$ cat config.mk
export PLATFORM = sky130hd
export DESIGN_NAME = branch_resolve_unit_flat
export DESIGN_NICKNAME = d
export VERILOG_FILES = /design/src/rtl/branch_resolve_unit_if.sv /design/src/rtl/branch_resolve_unit.sv /design/src/flat_wrapper.sv
export SDC_FILE = /design/constraint.sdc
export NUM_CORES = 1
export LEC_CHECK = 0
export BUFFER_PORTS_ARGS = -buffer_cell sky130_fd_sc_hd__buf_2
export CAP_MARGIN = 20
export CORE_ASPECT_RATIO = 1.5
export CORE_MARGIN = 5
export CORE_UTILIZATION = 30
export DETAILED_ROUTE_END_ITERATION = 8
export PLACE_DENSITY = 0.6
export SYNTH_ARGS = -nofsm -noshare
export SYNTH_HDL_FRONTEND = slang
export SYNTH_SLANG_ARGS = --single-unit
$ cat constraint.sdc
create_clock -name clk -period 9.65 [get_ports clk]
set_input_delay 0.4825 -clock clk [delete_from_list [all_inputs] [get_ports clk]]
set_output_delay 0.4825 -clock clk [all_outputs]
set_load 0.01 [all_outputs]
$ cat src/rtl/branch_resolve_unit_if.sv
// Predictor-update channel of branch_resolve_unit: valid/ready handshake plus payload.
// The resolve unit drives the master side; the branch predictor is the slave.
interface branch_resolve_unit_if #(
  parameter int ADDR_W = 32
);
  logic              upd_valid;
  logic              upd_ready;
  logic [ADDR_W-1:0] upd_pc;
  logic              upd_taken;
  logic [ADDR_W-1:0] upd_target;
  logic              upd_is_call;
  logic              upd_is_ret;

  modport master (
    output upd_valid, upd_pc, upd_taken, upd_target, upd_is_call, upd_is_ret,
    input  upd_ready
  );

  modport slave (
    input  upd_valid, upd_pc, upd_taken, upd_target, upd_is_call, upd_is_ret,
    output upd_ready
  );
endinterface

$ cat src/rtl/branch_resolve_unit.sv
// EX-stage branch resolution: oldest-fault/mispredict recovery pulse plus a predictor-update FIFO.
// Optional macro BRU_PERF_CNT_EN adds saturating perf_branches / perf_mispred counters.
module branch_resolve_unit #(
  parameter int LANES  = 2,
  parameter int DEPTH  = 4,
  parameter int ADDR_W = 32
) (
  input  logic                       clk,
  input  logic                       resetn,
  input  logic                       flush,
  input  logic [LANES-1:0]           in_valid,
  input  logic [3*LANES-1:0]         in_op,
  input  logic [ADDR_W*LANES-1:0]    in_opA,
  input  logic [ADDR_W*LANES-1:0]    in_opB,
  input  logic [LANES-1:0]           in_pred_taken,
  input  logic [ADDR_W*LANES-1:0]    in_pred_pc,
  input  logic [ADDR_W*LANES-1:0]    in_jump_pc,
  input  logic [ADDR_W*LANES-1:0]    in_link_pc,
  input  logic [LANES-1:0]           in_is_call,
  input  logic [LANES-1:0]           in_is_ret,
  input  logic [LANES-1:0]           in_ds_exc,
  input  logic [LANES-1:0]           in_ds_ri,
  output logic                       mispredict,
  output logic [ADDR_W-1:0]          recover_pc,
  output logic [$clog2(LANES):0]     mis_lane,
  output logic                       adel,
  output logic [ADDR_W-1:0]          badvaddr,
  branch_resolve_unit_if.master      upd,
  output logic [15:0]                drop_cnt
`ifdef BRU_PERF_CNT_EN
  ,
  output logic [31:0]                perf_branches,
  output logic [31:0]                perf_mispred
`endif
);

  localparam int MW = $clog2(LANES) + 1;
  localparam int PW = $clog2(DEPTH);
  localparam int CW = PW + 1;

  typedef struct packed {
    logic [ADDR_W-1:0] pc;
    logic              taken;
    logic [ADDR_W-1:0] target;
    logic              call;
    logic              ret;
  } upd_t;

  function automatic logic cmp_op(input logic [2:0] op, input logic [ADDR_W-1:0] a,
                                  input logic [ADDR_W-1:0] b);
    logic r;
    case (op)
      3'd0:    r = (a == b);
      3'd1:    r = ($signed(a) >= $signed(b));
      3'd2:    r = ($signed(a) <= $signed(b));
      3'd3:    r = (a != b);
      3'd4:    r = ($signed(a) > $signed(b));
      3'd5:    r = ($signed(a) < $signed(b));
      3'd6:    r = 1'b1;
      default: r = 1'b0;
    endcase
    return r;
  endfunction

  logic [LANES-1:0]             res_s, fault_s, wrong_s, squash_s, push_s;
  logic [LANES-1:0][ADDR_W-1:0] tgt_s;
  logic [LANES-1:0][PW-1:0]     slot_s;
  upd_t [LANES-1:0]             ent_s;
  logic                         win_found_s, win_wrong_s, win_fault_s;
  logic [ADDR_W-1:0]            win_tgt_s;
  logic [MW-1:0]                win_idx_s;
  logic                         upd_valid_s, pop_s;
  logic [CW-1:0]                free_s, n_acc_s, n_drop_s;
  logic [16:0]                  drop_sum_s;

  logic                         mispredict_q, mispredict_d, adel_q, adel_d;
  logic [ADDR_W-1:0]            recover_pc_q, recover_pc_d, badvaddr_q, badvaddr_d;
  logic [MW-1:0]                mis_lane_q, mis_lane_d;
  logic [CW-1:0]                count_q, count_d;
  logic [PW-1:0]                wr_ptr_q, wr_ptr_d, rd_ptr_q, rd_ptr_d;
  logic [15:0]                  drop_q, drop_d;
  upd_t                         mem_q [DEPTH];
  upd_t                         head_s;

  // Per-lane resolution and oldest-winner search; lanes after the winner are squashed.
  always_comb begin
    res_s       = '0;
    fault_s     = '0;
    wrong_s     = '0;
    squash_s    = '0;
    tgt_s       = '0;
    ent_s       = '0;
    win_found_s = 1'b0;
    win_wrong_s = 1'b0;
    win_fault_s = 1'b0;
    win_tgt_s   = '0;
    win_idx_s   = MW'(LANES);
    for (int l = 0; l < LANES; l++) begin
      res_s[l]   = in_valid[l] & cmp_op(in_op[3*l +: 3], in_opA[ADDR_W*l +: ADDR_W],
                                        in_opB[ADDR_W*l +: ADDR_W]);
      tgt_s[l]   = res_s[l] ? in_jump_pc[ADDR_W*l +: ADDR_W] : in_link_pc[ADDR_W*l +: ADDR_W];
      fault_s[l] = in_valid[l] & (tgt_s[l][1:0] != 2'b00);
      wrong_s[l] = in_valid[l] &
                   (((in_pred_taken[l] != res_s[l]) & ~in_ds_exc[l] & ~in_ds_ri[l]) |
                    (in_pred_taken[l] & res_s[l] &
                     (in_pred_pc[ADDR_W*l +: ADDR_W] != in_jump_pc[ADDR_W*l +: ADDR_W])));
      ent_s[l]   = '{pc:     in_link_pc[ADDR_W*l +: ADDR_W] - ADDR_W'(8),
                     taken:  res_s[l],
                     target: in_jump_pc[ADDR_W*l +: ADDR_W],
                     call:   in_is_call[l],
                     ret:    in_is_ret[l]};
      if (win_found_s) begin
        squash_s[l] = 1'b1;
      end else if (fault_s[l] | wrong_s[l]) begin
        win_found_s = 1'b1;
        win_wrong_s = wrong_s[l];
        win_fault_s = fault_s[l];
        win_tgt_s   = tgt_s[l];
        win_idx_s   = MW'(l);
      end else begin
        squash_s[l] = 1'b0;
      end
    end
  end

  assign upd_valid_s = (count_q != '0);
  assign pop_s       = upd_valid_s & upd.upd_ready;
  assign free_s      = CW'(DEPTH) - count_q + CW'(pop_s);

  // Lane-ordered push allocation; eligible lanes that do not fit are dropped youngest-first.
  always_comb begin
    push_s   = '0;
    slot_s   = '0;
    n_acc_s  = '0;
    n_drop_s = '0;
    for (int l = 0; l < LANES; l++) begin
      if (!(in_valid[l] & ~squash_s[l] & ~fault_s[l] & ~in_ds_exc[l] & ~flush)) begin
        push_s[l] = 1'b0;
      end else if (n_acc_s < free_s) begin
        push_s[l] = 1'b1;
        slot_s[l] = n_acc_s[PW-1:0];
        n_acc_s   = n_acc_s + CW'(1);
      end else begin
        n_drop_s  = n_drop_s + CW'(1);
      end
    end
    count_d    = count_q - CW'(pop_s) + n_acc_s;
    wr_ptr_d   = wr_ptr_q + n_acc_s[PW-1:0];
    rd_ptr_d   = rd_ptr_q + PW'(pop_s);
    drop_sum_s = {1'b0, drop_q} + 17'(n_drop_s);
    drop_d     = drop_sum_s[16] ? 16'hFFFF : drop_sum_s[15:0];
  end

  always_comb begin
    mispredict_d = 1'b0;
    adel_d       = 1'b0;
    recover_pc_d = '0;
    badvaddr_d   = '0;
    mis_lane_d   = '0;
    if (!flush) begin
      mispredict_d = win_found_s & win_wrong_s & ~win_fault_s;
      adel_d       = win_fault_s;
      recover_pc_d = win_tgt_s;
      badvaddr_d   = win_tgt_s;
      mis_lane_d   = win_idx_s;
    end else begin
      mis_lane_d   = '0;
    end
  end

  always_ff @(posedge clk or negedge resetn) begin
    if (!resetn) begin
      mispredict_q <= 1'b0;
      adel_q       <= 1'b0;
      recover_pc_q <= '0;
      badvaddr_q   <= '0;
      mis_lane_q   <= '0;
      count_q      <= '0;
      wr_ptr_q     <= '0;
      rd_ptr_q     <= '0;
      drop_q       <= '0;
    end else begin
      mispredict_q <= mispredict_d;
      adel_q       <= adel_d;
      recover_pc_q <= recover_pc_d;
      badvaddr_q   <= badvaddr_d;
      mis_lane_q   <= mis_lane_d;
      count_q      <= count_d;
      wr_ptr_q     <= wr_ptr_d;
      rd_ptr_q     <= rd_ptr_d;
      drop_q       <= drop_d;
    end
  end

  // Storage needs no reset: only entries between the pointers are ever observed.
  always_ff @(posedge clk) begin
    for (int l = 0; l < LANES; l++) begin
      if (push_s[l]) begin
        mem_q[wr_ptr_q + slot_s[l]] <= ent_s[l];
      end
    end
  end

  assign head_s          = upd_valid_s ? mem_q[rd_ptr_q] : '0;
  assign upd.upd_valid   = upd_valid_s;
  assign upd.upd_pc      = head_s.pc;
  assign upd.upd_taken   = head_s.taken;
  assign upd.upd_target  = head_s.target;
  assign upd.upd_is_call = head_s.call;
  assign upd.upd_is_ret  = head_s.ret;

  assign mispredict = mispredict_q;
  assign adel       = adel_q;
  assign recover_pc = recover_pc_q;
  assign badvaddr   = badvaddr_q;
  assign mis_lane   = mis_lane_q;
  assign drop_cnt   = drop_q;

`ifdef BRU_PERF_CNT_EN
  logic [31:0] perf_br_q, perf_mis_q, br_inc_s;
  logic [32:0] br_sum_s;

  always_comb begin
    br_inc_s = '0;
    for (int l = 0; l < LANES; l++) begin
      br_inc_s = br_inc_s + 32'(in_valid[l] & ~squash_s[l]);
    end
    br_sum_s = {1'b0, perf_br_q} + {1'b0, br_inc_s};
  end

  always_ff @(posedge clk or negedge resetn) begin
    if (!resetn) begin
      perf_br_q  <= '0;
      perf_mis_q <= '0;
    end else begin
      perf_br_q  <= br_sum_s[32] ? 32'hFFFF_FFFF : br_sum_s[31:0];
      if (mispredict_d && (perf_mis_q != 32'hFFFF_FFFF)) begin
        perf_mis_q <= perf_mis_q + 32'd1;
      end
    end
  end

  assign perf_branches = perf_br_q;
  assign perf_mispred  = perf_mis_q;
`endif

endmodule

$ cat src/flat_wrapper.sv
// flat-port wrapper written by rule: the top's interface ports become plain ports
module branch_resolve_unit_flat 
#(
  parameter int LANES  = 2,
  parameter int DEPTH  = 4,
  parameter int ADDR_W = 32
)
  (clk, resetn, flush, in_valid, in_op, in_opA, in_opB, in_pred_taken, in_pred_pc, in_jump_pc, in_link_pc, in_is_call, in_is_ret, in_ds_exc, in_ds_ri, mispredict, recover_pc, mis_lane, adel, badvaddr, drop_cnt, upd_upd_valid, upd_upd_pc, upd_upd_taken, upd_upd_target, upd_upd_is_call, upd_upd_is_ret, upd_upd_ready);
  branch_resolve_unit_if #(.ADDR_W(ADDR_W)) upd_i ();
  input  logic clk;
  input  logic resetn;
  input  logic flush;
  input  logic [LANES-1:0] in_valid;
  input  logic [3*LANES-1:0] in_op;
  input  logic [ADDR_W*LANES-1:0] in_opA;
  input  logic [ADDR_W*LANES-1:0] in_opB;
  input  logic [LANES-1:0] in_pred_taken;
  input  logic [ADDR_W*LANES-1:0] in_pred_pc;
  input  logic [ADDR_W*LANES-1:0] in_jump_pc;
  input  logic [ADDR_W*LANES-1:0] in_link_pc;
  input  logic [LANES-1:0] in_is_call;
  input  logic [LANES-1:0] in_is_ret;
  input  logic [LANES-1:0] in_ds_exc;
  input  logic [LANES-1:0] in_ds_ri;
  output logic mispredict;
  output logic [ADDR_W-1:0] recover_pc;
  output logic [$clog2(LANES):0] mis_lane;
  output logic adel;
  output logic [ADDR_W-1:0] badvaddr;
  output logic [15:0] drop_cnt;
  output wire logic [$bits(upd_i.upd_valid)-1:0] upd_upd_valid;
  output wire logic [$bits(upd_i.upd_pc)-1:0] upd_upd_pc;
  output wire logic [$bits(upd_i.upd_taken)-1:0] upd_upd_taken;
  output wire logic [$bits(upd_i.upd_target)-1:0] upd_upd_target;
  output wire logic [$bits(upd_i.upd_is_call)-1:0] upd_upd_is_call;
  output wire logic [$bits(upd_i.upd_is_ret)-1:0] upd_upd_is_ret;
  input wire logic [$bits(upd_i.upd_ready)-1:0] upd_upd_ready;
  assign upd_upd_valid = upd_i.upd_valid;
  assign upd_upd_pc = upd_i.upd_pc;
  assign upd_upd_taken = upd_i.upd_taken;
  assign upd_upd_target = upd_i.upd_target;
  assign upd_upd_is_call = upd_i.upd_is_call;
  assign upd_upd_is_ret = upd_i.upd_is_ret;
  assign upd_i.upd_ready = upd_upd_ready;
  branch_resolve_unit #(.LANES(LANES), .DEPTH(DEPTH), .ADDR_W(ADDR_W)) u_core (.clk(clk), .resetn(resetn), .flush(flush), .in_valid(in_valid), .in_op(in_op), .in_opA(in_opA), .in_opB(in_opB), .in_pred_taken(in_pred_taken), .in_pred_pc(in_pred_pc), .in_jump_pc(in_jump_pc), .in_link_pc(in_link_pc), .in_is_call(in_is_call), .in_is_ret(in_is_ret), .in_ds_exc(in_ds_exc), .in_ds_ri(in_ds_ri), .mispredict(mispredict), .recover_pc(recover_pc), .mis_lane(mis_lane), .adel(adel), .badvaddr(badvaddr), .upd(upd_i), .drop_cnt(drop_cnt));
endmodule
==> Yosys cells after proc, flatten, opt, wreduce, memory -nomap -nowiden <==
Memory sizes are Yosys's and may differ from the RTL's.
Index checks and enable logic that the tools add are counted.
W data, S select, Z words.
{ "op_classes": {"addsub": 12, "n_mul": 0, "div": 0, "magnitude_cmp": 10, "n_eq_ne": 20, "n_shift": 0, "mux": 44, "bitwise_logic": 37, "reduce_logical": 5} }
{ "ops": {"columns": ["cell", "n"], "rows": [
  ["$mux W32", 6],
  ["$ne A32 B32 Y1", 4],
  ["$mux W67", 1],
  ["$eq A32 B32 Y1", 2],
  ["$ge A32 B32 Y1", 2],
  ["$gt A32 B32 Y1", 2],
  ["$le A32 B32 Y1", 2],
  ["$lt A32 B32 Y1", 2],
  ["$sub A32 B4 Y32 const B", 2],
  ["$and A1 B1 Y1", 24],
  ["$mux W1", 22],
  ["$eq A3 B3 Y1 const B", 6],
  ["$mux W3", 6],
  ["$add A16 B3 Y17", 1],
  ["$mux W16", 1],
  ["$pmux W1 S7", 2],
  ["$eq A3 B2 Y1 const B", 4],
  ["$mux W2", 6],
  ["$not A1 Y1", 9],
  ["$add A3 B1 Y3 const B", 2],
  ["$eq A3 B1 Y1 const B", 2],
  ["$logic_not A3 Y1", 2],
  ["$add A2 B2 Y2", 2],
  ["$or A1 B1 Y1", 4],
  ["other kinds (10)", 12]
]} }
{ "totals": {"reg_bits": 59, "latchBits": 0, "ramBits": 268, "rom_bits": 0, "output_inout_bits": 152, "elab_cells": 137, "n_memories": 1} }
{ "memory_table": {"columns": ["memory", "depth", "width", "rd", "rd_ports_with_merged_regs", "write_ports", "line", "source"], "rows": [
  ["u_core.mem_q", 4, 67, 1, 0, 2, "branch_resolve_unit.sv:82", "upd_t mem_q [DEPTH];"]
]} }

==> Depth between registers and ports, before layout <==
Gate-level depths: netlist (run 1).
{ "logic_depth": {"word_depth": 19, "ltp_mapped": 27, "depth_no_buf": 25} }

==> Worst setup path before layout (run 1) <==
No wires, ideal clock.
{ "synth_timing": {"kind": "in2reg", "from": "input port in_opB[7]", "to": "memory u_core.mem_q[2][0] in the netlist's numbering (enable)", "t_arrival_ns": 7.519, "t_required_ns": 9.058, "setup_slack_ns": 1.539, "path_stages": 10, "path_buffers": 0, "path_cell_list": "inv_1 ha_1 a21oi_1 o21ai_0 a221o_1 or3_1 a211oi_2 mux2i_1 o21ai_0 o31ai_1"} }
{ "synth_rtl": {"columns": ["element", "line", "source"], "rows": [
  ["from (decl)", "flat_wrapper.sv:16", "input logic [ADDR_W*LANES-1:0] in_opB;"],
  ["to (decl)", "branch_resolve_unit.sv:82", null]
]} }

==> qor.csv, run 1 <==
metric,value,unit
outcome,completed,
master cell of the clock root buffer,clkbuf_16,
drt via density,5.354,
Die Height,330.8,um
max_slew headroom,22.13,%
routed wire length per instance,28.89,um
global-route wire length before repair,119.5,mm
portion of the post-synthesis area used by sequential elements,46.28,%
CP endpoint kind,flip-flop,
Clock Tree Buf Depth,3,
master of the slowest instance on the critical path,nand4b_4,
DIE AREA,74040,sq um
Initial Utilization,30.30,%
final number of max-transition violations,0,
Post-Synth XOR/XNOR Area,5.746,%
total routing usage reported by global routing,22.45,%
Post-Synth Simple-Gate Area,8.810,%
CP peak stage delay,0.76,ns
clk sinks,327,
share of the clock period used by the worst path,68.10,%
Syn Nets,2042,
Initial DRT Pass Iterations,5,
"most common cell after layout, fill and taps aside",buf_2,
top flip-flop cell by instance count after synthesis,edfxtp_1,
class of the most critical hold timing path,input pin to async pin,
top-level I/O count,494,
number of hold violations in the final report,0,
Max Cap Viol,0,
"commonest non-fill, non-tap cells in the layout","buf_2, edfxtp_1, mux2i_1",
Filler cells,6682,
sum of negative setup slack,0,ns
number of standard cells in the final layout excluding fillers,2987,
cell types with the largest area share after synthesis,"edfxtp_1, mux2i_1, mux2_2",
grt met3 use,6.436,%
slew at the pin closest to its max-slew limit,1.168,ns
fin crit period,6.572,ns
Resize count post-CTS,0,
fraction of synthesized cell area taken by the top area cell type,39.11,%
ordered list of cells on the worst path,"buf_2, ha_1, nand4_1, nor4_2, a21oi_1, o211ai_1, nor4_1, mux2_2, o21ai_0, inv_1, ha_1, and3_1, ha_1, xnor2_1, nand2_1, nor2_1, nand4b_4, buf_4, mux2_4",
core region area,67930,sq um
cts bufs inserted,37,
"Warnings, synthesis",0,
Most common cell on crit path,ha_1,
x dimension of the die,223.8,um
gate count of the mapped netlist,1618,
DRT Wirelength,86.31,mm
share of flip-flops with an asynchronous set or reset,18.04,%
H-tree level count,2,
required time worst endpoint,9.95,ns
library cells used by synthesis,72,
met2 demand-to-capacity share in global routing,39.59,%
total number of vias,15990,
Critical Setup Path Class,input pin to flip-flop,
mux share of post-synthesis cell area,24.85,%
total instance count after detailed placement,2905,
TritonCTS clock tree,done,
M1 GR Usage,26.41,%
PortBufs,493,
unrepaired setup endpoints after global routing,false,
Iteration-0 DRC Markers,1284,
area of the mapped netlist,20580,sq um
"EDFF count, synth",268,
CP Max Fanout,35,
antenna-violating nets left,0,
Cell Pwr Density,192.4,nW/um^2
clock transition time at the flip-flop clock pins of the worst setup and hold paths,0.06,ns
pin count of the biggest net entering global routing,70,
leakage power,10.50,nW
standard-cell rows,117,
number of cell instances on the worst register-to-register path,20,
gp weighted congestion,0.8874,
startpoint type of the worst setup path,input pin,
relative area change from synthesis to final layout,21.47,%
initial antenna violation count,36,
worst clock skew on the final layout,0.01348,ns
Nets,2476,
worst-skew pair later-pin latency,0.55,ns
peak supply drop,0.1220,mV
Residual DRC,0,
final count of negative-setup-slack endpoints,0,
post-synthesis compound-gate area fraction,4.511,%
layer with the highest usage after global routing,met2,
number of flip-flops and latches in the synthesized netlist,327,
mean post-synth cell area,12.72,sq um
buffer count from post-CTS setup fixing,0,
worst endpoint data arrival time,6.88,ns
via count of the first global-routing pass,16530,
ratio of cells with drive above 1 in the final layout,38.70,%
"arithmetic-cell share of the synthesized area counting full adders, half adders and majority gates",5.059,%
global route total overflow,0,
main combinational cell family by area after synthesis,multiplexers,
cell type with the highest aggregate area in the netlist,edfxtp_1,
hold buffers post-CTS,0,
highest clock rate,0.1522,GHz
HPWL after detailed placement,65.41,mm
## metal layers
metal / vias to the layer above / wire length (um)
met4: 28 / 2875
met5: - / 203
met1: 8037 / 31880
li1: 6960 / -
met2: 830 / 43010
met3: 138 / 8342
## synthesized netlist by cell type, types with 4 or more instances
cell type	count
edfxtp_1	268
mux2i_1	182
mux2_2	147
inv_1	89
ha_1	80
and2_1	73
xnor2_1	70
mux4_2	67
xor2_1	65
dfrtp_1	59
nand2_1	59
nor2_1	45
buf_4	43
clkbuf_1	40
a21oi_1	34
o22ai_1	32
nand4_1	31
nor3_1	26
nor4_1	24
nand3_1	17
buf_2	16
or3_1	14
o21ai_0	12
mux2_1	10
buf_1	9
a211oi_1	7
a21o_1	6
or4_1	6
o211ai_1	5
and3_1	4
buf_6	4
nand3b_1	4
## cell families after synthesis
kind of cell / after synthesis
AO/OA/AOI/OAI: 136
buffers and inverters: 203
adder cells (fa/ha/maj): 82
multiplexers: 407
flip-flops: 327
XOR/XNOR: 135
AND/OR/NAND/NOR: 328
## state kept, by name, indices dropped and copies added (netlist names)
name               cells
u_core.recover_pc     32
u_core.rd_ptr_q        2
u_core.adel            1
u_core.drop_cnt       16
u_core.wr_ptr_q        2
u_core.mem_q         268
u_core.mispredict      1
u_core.count_q         3
u_core.mis_lane        2
## worst max-delay path, delay by kind of cell
kind            cells  cell delay (ns)
xor+xnor            1             0.22
mux                 2             0.70
buf+inv             3             1.02
compound gates      3             1.27
fa+ha+maj           3             0.81
simple gates        7             2.33
## final timing paths
path / startpoint / to / slack, ns
min in group clk: flush / u_core.adel / 0.23
setup reg to reg: u_core.count_q[2] / u_core.mem_q[1][37] / 3.48
hold / removal: resetn / u_core.recover_pc[19] / 0.08
max in group asynchronous: resetn / u_core.rd_ptr_q[1] / 8.76
setup / recovery: in_opA[14] / u_core.mem_q[1][37] / 3.08
hold reg to reg: u_core.drop_cnt[11] / u_core.drop_cnt[11] / 0.54
## report_power, final
part	internal (mW)	switching (mW)	total, mW
Clock	0.847	0.606	1.45
Sequential	1.61	0.115	1.72
Combinational	0.736	0.903	1.64
## area by class of cell
type	count	area [sq um]	share of cell area (%)
diodes	15	37.54	0.1502
clock buffers	44	994.7	3.979
clock inverters	23	224.0	0.8960
inverters	90	339.1	1.356
multi-input cells	1088	10170	40.69
flip-flops and latches	327	9532	38.13
well taps	892	1116	4.465
repair buffers	508	2582	10.33
## through the flow
stage	util [%]	setup slack, ns	power (mW)	area (sq um)	hold WS (ns)
global route	36.76	2.789	5.020	24970	0.1402
global placement	34.95	2.613	3.412	23740	0.5221
floorplan	-	1.539	2.681	20580	0.1869
detailed placement	34.95	2.490	3.430	23740	0.5284
CTS	36.74	3.075	4.881	24960	0.1047
finish	36.80	3.078	4.811	25000	0.08293
No activity file was read; power rests on OpenSTA's default activity.
==> run 2: changes to the inputs <==
==> constraint.sdc (replaced) <==
create_clock -name clk -period 6.2 [get_ports clk]
set_input_delay 0.31 -clock clk [delete_from_list [all_inputs] [get_ports clk]]
set_output_delay 0.31 -clock clk [all_outputs]
set_load 0.01 [all_outputs]
==> run 2 against run 1 <==
Clock skew up 0.018 ns. Wire length up 0.74%. Final cell count up 0.13%. Global-route usage up 0.22 points. Clock-buffer cell count up 8. Via count up 0.13%. Non-clock buffer count up 9. Utilization up 0.12 points. Setup slack worse by 2.3 ns. Sequential share of layout area down 0.12 points. Register-to-register slack worse by 1.8 ns. Design area up 0.32%.
==> qor.csv, run 2 (same netlist as run 1, synthesis figures left out) <==
metric,value,unit
unrepaired setup endpoints after global routing,false,
class of the most critical hold timing path,input pin to flip-flop,
share of the clock period used by the worst path,88.03,%
routed wire length per instance,29.07,um
"most common cell after layout, fill and taps aside",buf_2,
outcome,completed,
top layer in use,met5,
Max Cap Viol,0,
PortBufs,493,
number of hold violations in the final report,0,
"commonest non-fill, non-tap cells in the layout","buf_2, edfxtp_1, mux2i_1",
pin count of the biggest net entering global routing,69,
standard-cell rows,117,
clock transition time at the flip-flop clock pins of the worst setup and hold paths,0.06,ns
drt via density,5.354,
end-of-flow core utilization,36.92,%
cts bufs inserted,36,
overall power consumption,7.363,mW
master cell of the clock root buffer,clkbuf_16,
ratio of cells with drive above 1 in the final layout,38.69,%
sum of negative setup slack,0,ns
antenna-violating nets left,0,
met1 routed wirelength after detailed routing,32.55,mm
startpoint type of the worst setup path,input pin,
fin crit period,5.458,ns
DIE AREA,74040,sq um
final number of max-transition violations,0,
Filler cells,6693,
final setup slack of the worst path,0.7423,ns
Initial Utilization,30.30,%
number of standard cells in the final layout excluding fillers,2991,
final count of negative-setup-slack endpoints,0,
CP endpoint kind,flip-flop,
HPWL after detailed placement,65.02,mm
H-tree level count,2,
initial antenna violation count,38,
slew at the pin closest to its max-slew limit,1.016,ns
x dimension of the die,223.8,um
global-route wire length before repair,121.3,mm
Initial DRT Pass Iterations,7,
max_slew headroom,32.29,%
TritonCTS clock tree,done,
top-level I/O count,494,
worst endpoint data arrival time,5.92,ns
required time worst endpoint,6.66,ns
total number of vias,16010,
Resize count post-CTS,0,
via count of the first global-routing pass,16680,
highest clock rate,0.1832,GHz
gp weighted congestion,0.9258,
DRT Wirelength,86.94,mm
core region area,67930,sq um
amount of wire on met2 after detailed routing,43.88,mm
relative area change from synthesis to final layout,21.86,%
met3 layer wire length in the routed design,7.816,mm
worst clock skew on the final layout,0.03140,ns
total routing usage reported by global routing,22.68,%
leakage power,10.54,nW
Nets,2484,
Die Height,330.8,um
Cell Pwr Density,293.6,nW/um^2
Clock Tree Buf Depth,3,
CP Max Fanout,13,
Critical Setup Path Class,input pin to flip-flop,
total instance count after detailed placement,2913,
max FFs per register,268,
worst-skew pair later-pin latency,0.55,ns
"worst slack, placed",0.1895,ns
Residual DRC,0,
global route total overflow,0,
clk sinks,327,
Iteration-0 DRC Markers,1347,
peak supply drop,0.2272,mV
## run 2: cell types whose count changed in the layout (fill, tap and decap cells not counted), sizes merged
cell,change
clkinvlp,-4
clkinv,-4
bufinv,-3
buf,+8
clkbuf,+8
diode,-2
dlygate4sd3,+1
## run 2: path summary, 6_finish.rpt
kind	slack (ns)	cells past startpoint	end	from
max	0.74	25	u_core.drop_cnt[7]	in_opB[25]
min	0.08	2	u_core.recover_pc[0]	flush
max reg2reg	1.66	19	u_core.mem_q[2][8]	u_core.count_q[2]
min reg2reg	0.54	1	u_core.count_q[0]	u_core.count_q[0]
max in group asynchronous	4.97	2	u_core.rd_ptr_q[0]	resetn
min in group asynchronous	0.43	2	u_core.recover_pc[12]	resetn
## run 2: metal layers
layer,vias up,GRT usage [%]
li1,6963,-
met1,8026,26.68
met2,843,40.39
met3,144,6.401
met4,38,6.569
met5,-,0
## run 2: final cells by class
type / instances / area (sq um) / share of cell area (%)
diodes: 13 / 32.53 / 0.1297
clock buffers: 52 / 1023 / 4.081
clock inverters: 12 / 97.59 / 0.3892
inverters: 90 / 339.1 / 1.352
multi-input cells: 1088 / 10170 / 40.56
flip-flops and latches: 327 / 9532 / 38.01
well taps: 892 / 1116 / 4.451
repair buffers: 517 / 2765 / 11.03
## run 2: repair_timing
item / in CTS / in global routing
hold buffers: 1 / 0
setup buffers: 0 / 0
endpoints found under the hold margin: 59 / 0
## run 2: worst max-delay path, cell delays in order
cell	delay, ns
buf_2	0.12
inv_1	0.06
ha_1	0.29
nand4_1	0.19
nor4_2	0.71
a21oi_1	0.19
o211ai_1	0.39
mux2i_4	0.12
ha_1	0.19
a21boi_0	0.15
a221oi_1	0.34
mux2i_1	0.21
a21oi_2	0.18
and2_0	0.18
mux2_2	0.18
ha_1	0.16
inv_1	0.05
fa_1	0.39
nor2_1	0.15
and2_1	0.18
nand4_1	0.20
nor2_1	0.25
nand3_1	0.15
or2_2	0.44
o21ai_0	0.11
## run 2: per-stage QoR
step           area (sq um)  hold slack (ns)
2_1_floorplan         20580          0.01441
3_3_place_gp          23910           0.5256
3_5_place_dp          23910           0.5185
4_1_cts               25040          0.04811
5_1_grt               25050          0.06957
6_report              25080          0.07834
## run 2: power by group
group / switching (mW) / internal (mW) / total [mW]
Clock: 0.926 / 1.20 / 2.12
Sequential: 0.210 / 2.50 / 2.71
Combinational: 1.38 / 1.15 / 2.54
